File: src/rtl/branch_redirect_ctrl.sv
// EX-stage control-flow resolution: detects mispredicts, runs the redirect
// handshake to fetch, holds a front-end flush window and emits predictor updates.
module branch_redirect_ctrl #(
    parameter int XLEN         = 32,
    parameter int FLUSH_CYCLES = 2,
    parameter int CNT_W        = 32
) (
    input  logic             clk,
    input  logic             rst,
    input  logic             ex_valid,
    input  logic             ex_is_cf,
    input  logic             ex_taken,
    input  logic [XLEN-1:0]  ex_target,
    input  logic [XLEN-1:0]  ex_pc,
    input  logic             ex_pred_taken,
    input  logic [XLEN-1:0]  ex_pred_target,
    output logic             ex_stall,
    output logic             redir_valid,
    output logic [XLEN-1:0]  redir_pc,
    input  logic             redir_ready,
    output logic             flush_front,
    output logic             bp_upd_valid,
    output logic [XLEN-1:0]  bp_upd_pc,
    output logic [XLEN-1:0]  bp_upd_target,
    output logic             bp_upd_taken,
    output logic [CNT_W-1:0] stat_branches,
    output logic [CNT_W-1:0] stat_mispredicts
);

    typedef enum logic [1:0] {
        IDLE     = 2'd0,
        REDIRECT = 2'd1,
        FLUSH    = 2'd2
    } state_t;

    localparam int FC_W = (FLUSH_CYCLES > 1) ? $clog2(FLUSH_CYCLES) : 1;

    state_t            state;
    state_t            state_nxt;
    logic [FC_W-1:0]   flush_cnt;
    logic              resolve;
    logic              mispredict;
    logic [XLEN-1:0]   fix_pc;

    // A not-taken, predicted-not-taken branch never compares targets.
    assign resolve    = (state == IDLE) & ex_valid & ex_is_cf;
    assign mispredict = (ex_taken != ex_pred_taken) |
                        (ex_taken & (ex_target != ex_pred_target));
    assign fix_pc     = ex_taken ? ex_target : ex_pc + XLEN'(4);

    always_ff @(posedge clk) begin
        if (rst)
            state <= IDLE;
        else
            state <= state_nxt;
    end

    always_comb begin
        state_nxt = state;
        case (state)
            IDLE:     if (resolve && mispredict) state_nxt = REDIRECT;
            REDIRECT: if (redir_ready)           state_nxt = FLUSH;
            FLUSH:    if (flush_cnt == '0)       state_nxt = IDLE;
            default:                             state_nxt = IDLE;
        endcase
    end

    // Down-counter: the cycle it reads zero is the final FLUSH cycle.
    always_ff @(posedge clk) begin
        if (rst)
            flush_cnt <= '0;
        else if (state == REDIRECT && redir_ready)
            flush_cnt <= FC_W'(FLUSH_CYCLES - 1);
        else if (state == FLUSH && flush_cnt != '0)
            flush_cnt <= flush_cnt - 1'b1;
    end

    always_ff @(posedge clk) begin
        if (rst)
            redir_pc <= '0;
        else if (resolve && mispredict)
            redir_pc <= fix_pc;
    end

    always_ff @(posedge clk) begin
        if (rst) begin
            bp_upd_valid  <= 1'b0;
            bp_upd_pc     <= '0;
            bp_upd_target <= '0;
            bp_upd_taken  <= 1'b0;
        end else begin
            bp_upd_valid <= resolve;
            if (resolve) begin
                bp_upd_pc     <= ex_pc;
                bp_upd_target <= ex_target;
                bp_upd_taken  <= ex_taken;
            end
        end
    end

    // Saturating statistics, never wrap.
    always_ff @(posedge clk) begin
        if (rst) begin
            stat_branches    <= '0;
            stat_mispredicts <= '0;
        end else if (resolve) begin
            if (stat_branches != '1)
                stat_branches <= stat_branches + 1'b1;
            if (mispredict && stat_mispredicts != '1)
                stat_mispredicts <= stat_mispredicts + 1'b1;
        end
    end

    assign redir_valid = (state == REDIRECT);
    assign flush_front = (state != IDLE);
    assign ex_stall    = (state != IDLE);

endmodule
File: config.mk
export PLATFORM = sky130hd
export DESIGN_NAME = branch_redirect_ctrl
export DESIGN_NICKNAME = d
export VERILOG_FILES = /design/src/rtl/branch_redirect_ctrl.sv
export SDC_FILE = /design/constraint.sdc
export NUM_CORES = 1
export LEC_CHECK = 0
export BUFFER_PORTS_ARGS = -buffer_cell sky130_fd_sc_hd__buf_2
export CAP_MARGIN = 20
export CORE_ASPECT_RATIO = 1.25
export CORE_MARGIN = 2
export CORE_UTILIZATION = 35
export DETAILED_ROUTE_END_ITERATION = 8
export GPL_TIMING_DRIVEN = 0
export SETUP_SLACK_MARGIN = 0.3
export SLEW_MARGIN = 5
export SYNTH_ARGS = -nofsm -noshare
export SYNTH_HDL_FRONTEND = slang
export SYNTH_SLANG_ARGS = --single-unit
File: constraint.sdc
create_clock -name clk -period 2.7 [get_ports clk]
set_input_delay 0.135 -clock clk [delete_from_list [all_inputs] [get_ports clk]]
set_output_delay 0.135 -clock clk [all_outputs]
set_load 0.02 [all_outputs]
==> summary.md <==
| Metric | Value |
|---|---|
| Status | `completed` |
| First-pass GRT wire length | `between 40000 and 50000 um` |
| CTS tree | `done` |
| Pins Over Slew Limit | `0` |
| Main flop type after synthesis | `dfxtp_1` |
| Net load switching power | `roughly 0.0016 W` |
| Fill cells | `~2300` |
| Max-Cap Viols | `0` |
| DIE WIDTH | `~140 um` |
| Root Buffer | `clkbuf_16` |
| Final hold vios | `0` |
| DRC errors left | `0` |
| Port Buf Inserts | `roughly 270` |
| Sequential area share after synthesis | `41.1%` |
| Overall routing resource usage | `between 20% and 30%` |
| CP Launch Type | `flip-flop` |
| Initial core utilization | `between 30% and 40%` |
| Clock power share | `roughly two fifths` |
| Setup slack, reg-to-reg | `~0.38 ns` |
| CP Class | `reg -> reg` |
| Leakage | `4.48 nW` |
| Clock transition at path regs | `0.07 ns` |
| Area share of the largest cell type after synthesis | `41.1%` |
| Crit path max fanout | `10` |
| Post-DRT Antenna Nets | `0` |
| Cts bufs inserted | `17` |
| Die Span Y | `~170 um` |
| H-Tree Depth | `4` |
| DRT iter0 DRCs | `550` |
| RD Place Congestion | `0.906` |
| Die area | `~0.024 sq mm` |
| Tmin final | `between 2 and 2.5 ns` |
| Flops & latches, synth | `approximately 170` |
| Post-Route WL | `30900 um` |
| Congestion Overflow GR | `0` |
| Nets | `between 1000 and 1500` |
| R2R cell count | `7` |
| Dpl ws | `0.0436 ns` |
| Num rows | `between 60 and 70` |
| Clk sinks | `~170` |
| Post-synth ARST share | `0%` |
| Post-synth top area cell | `dfxtp_1` |
| Worst skew pair latency | `0.43 ns` |
| Placed Cells | `between 1500 and 2000` |
| Vias in the first global route | `8120` |
| Mapped cell area | `between 0.008 and 0.009 sq mm` |
| Reg power frac | `around 45%` |
| Final Non-Filler Cells | `~1600` |
| Reg-to-reg endpoint | `stat_mispredicts[18]` |
| 1st-pass router iterations | `5` |
| Worst Path Arrival | `between 2 and 3 ns` |
| Cells after Synth | `just under 1000` |
| Clock buffer depth | `2` |
| Yosys cell types | `52` |
| Setup TNS | `0 ns` |
| Mean Syn Cell Area | `approximately 8 sq um` |
| Max IR drop VDD | `around 420 uV` |
| Worst setup EP type | `flip-flop` |
| Max Clk Rate | `around 430 MHz` |
| Yosys warns | `0` |
| Main area contributors after synthesis | `dfxtp_1, nand2_1, a21oi_1` |
| DR vias/cell | `~5.4` |
| Slew @ Worst Pin | `0.706 ns` |
| Final setup fails | `0` |
| Int Pwr | `about 0.0041 W` |
| Combinational share of power | `around 14%` |
| Drt wl/cell | `approximately 19 um` |
| Worst flop-to-flop path startpoint | `state[1]` |
| Initial antenna violation count | `2` |
| Worst Hold Endpoint | `bp_upd_target[22]` |
| Minimum hold slack | `between 0.008 and 0.009 ns` |
| RSZ-0062 raised after global routing | `yes` |
| Area growth from synthesis to layout | `34.5%` |
| Hpwl dp | `~24000 um` |
| Worst hold path stage count | `3` |
| Number of flops mapped to enable cells by yosys | `0` |
| Worst setup margin | `0.378 ns` |
| Pwr Density | `530 mW/mm^2` |
| Clock skew | `roughly 0.012 ns` |
| Syn_nets | `1092` |
| Hold Crit Start | `ex_target[22]` |
| Sw frac | `around 28%` |
| Core area | `~0.023 sq mm` |
| Relative slew margins | `between 50 and 60%` |
| Largest net degree at the start of global routing | `17` |
| Via count | `8718` |
| Boundary Pins | `268` |
| Final Cycle Share | `86.0%` |
| Required time of the critical path | `between 3 and 4 ns` |
| Layout cells sized above 1 | `27.9%` |
| Min-delay worst type | `in -> reg` |
[power by group through the flow]
| stage | Sequential [W] | Combinational (W) | Clock (W) |
|---|---|---|---|
| 3_5_place_dp | 0.00261 | 0.000747 | 0 |
| 5_1_grt | 0.00257 | 0.000862 | 0.00250 |
| 3_3_place_gp | 0.00261 | 0.000742 | 0 |
| 6_report | 0.00256 | 0.000802 | 0.00237 |
| 2_1_floorplan | 0.00270 | 0.000306 | 0 |
| 4_1_cts | 0.00256 | 0.000792 | 0.00240 |
[cells in the mapped netlist (2+ instances only)]
| library cell | number |
|---|---|
| o41ai_1 | 7 |
| inv_1 | 8 |
| o311ai_0 | 4 |
| o21ai_0 | 35 |
| buf_1 | 10 |
| and4_1 | 8 |
| o21a_1 | 10 |
| nand2b_1 | 9 |
| nand4b_1 | 2 |
| xnor2_1 | 56 |
| nor4_1 | 21 |
| or4_1 | 7 |
| xor2_1 | 30 |
| clkbuf_1 | 42 |
| ha_1 | 3 |
| nor2_1 | 65 |
| nand2_1 | 162 |
| o211ai_1 | 7 |
| nor3_1 | 11 |
| a2111oi_0 | 2 |
| mux2i_1 | 8 |
| o2111ai_1 | 11 |
| nand3_1 | 35 |
| a211o_1 | 2 |
| or2_2 | 4 |
| mux2_2 | 12 |
| or3_1 | 8 |
| and3_1 | 20 |
| nand4_1 | 51 |
| buf_2 | 15 |
| o31a_1 | 5 |
| nor2b_1 | 12 |
| a311oi_1 | 3 |
| dfxtp_1 | 165 |
| buf_4 | 3 |
| o31ai_1 | 7 |
| a31o_2 | 9 |
| a21oi_1 | 103 |
[kinds of logic (layout without fill, tap and decap cells)]
kind of cell	count (synthesis)	after routing	synth area share (%)
flops	165	165	41.1
mux	20	20	2.68
buf+inv	79	421	4.06
simple gates	424	424	26.3
xor+xnor	86	86	9.37
compound gates	209	209	16.0
fa+ha+maj	3	3	0.467
other cells	0	1	0
[metrics by stage]
stage	power (W)	utilization, %	instance area, sq um
global placement	0.00335	42.8	9730
floorplan	0.00300	-	8040
CTS	0.00575	46.9	10700
global route	0.00592	47.6	10800
finish	0.00573	47.6	10800
detailed placement	0.00336	42.8	9730
[flip-flops by register name, summed over array words and instances (netlist names)]
name              count
stat_branches        32
bp_upd_taken          1
bp_upd_target        32
flush_cnt             1
bp_upd_pc            32
state                 2
redir_pc             32
stat_mispredicts     32
bp_upd_valid          1
[placed cells by master, fill, tap and decap left out, drive strengths merged, types with 9 or more instances in the layout]
master	instances
nor2b	12
nand2	162
a31o	9
nand3	35
nor4	22
buf	298
dlygate4sd3	37
o2111ai	11
nor3	12
inv	11
mux2	12
nor2	65
xnor2	56
and3	20
a21oi	103
clkbuf	67
nand2b	9
nand4	51
o21a	10
xor2	30
o21ai	36
dfxtp	165
[how the worst max path moves through the flow]
stage | from | endpoint | slack (ns) | depth (start not counted)
after floorplan | stat_mispredicts[0] | stat_mispredicts[3] | 0.62 | 8
after global placement | state[0] | redir_pc[22] | 0.07 | 8
after detailed placement | state[0] | redir_pc[30] | 0.04 | 8
after CTS | state[0] | redir_pc[30] | 0.30 | 8
after global routing | ex_target[6] | stat_mispredicts[1] | 0.27 | 11
final | state[1] | stat_mispredicts[18] | 0.38 | 7
[cell type report]
cell class / count / area, sq um / area share [%]
antenna: 1 / 2.50 / 0.0231
buffer: 70 / 332 / 3.07
clock buffer: 21 / 460 / 4.26
clock inverter: 10 / 97.6 / 0.903
inverter: 9 / 33.8 / 0.312
multi-input combinational: 742 / 4460 / 41.2
sequential: 165 / 3310 / 30.6
tap: 288 / 360 / 3.33
timing repair buffer: 311 / 1760 / 16.3
[worst max-delay path, stage by stage, from the launching register on]
cell and delay [ns]:
dfxtp_1 0.35, and4bb_2 0.43, o21ai_2 0.15, nor3_2 0.31
nand2_2 0.15, buf_2 0.22, nor3_1 0.25, mux2_2 0.36
[routing by layer]
| layer | up-vias | GRT usage, % | wire [um] |
|---|---|---|---|
| met5 | - | 0 | 11 |
| met4 | 2 | 9.83 | 1090 |
| met3 | 60 | 5.88 | 2250 |
| met2 | 345 | 41.7 | 15000 |
| met1 | 4136 | 30.5 | 12500 |
| li1 | 4175 | - | - |
[repair_timing]
item                                   4_1_cts  5_1_grt
setup endpoints to repair                   17      112
gates resized for setup                      3       41
pin swaps                                    1        7
hold buffers                                37        0
endpoints found under the hold margin       38        0
setup buffers                                1        7
Power figures use the tool's default switching activity.
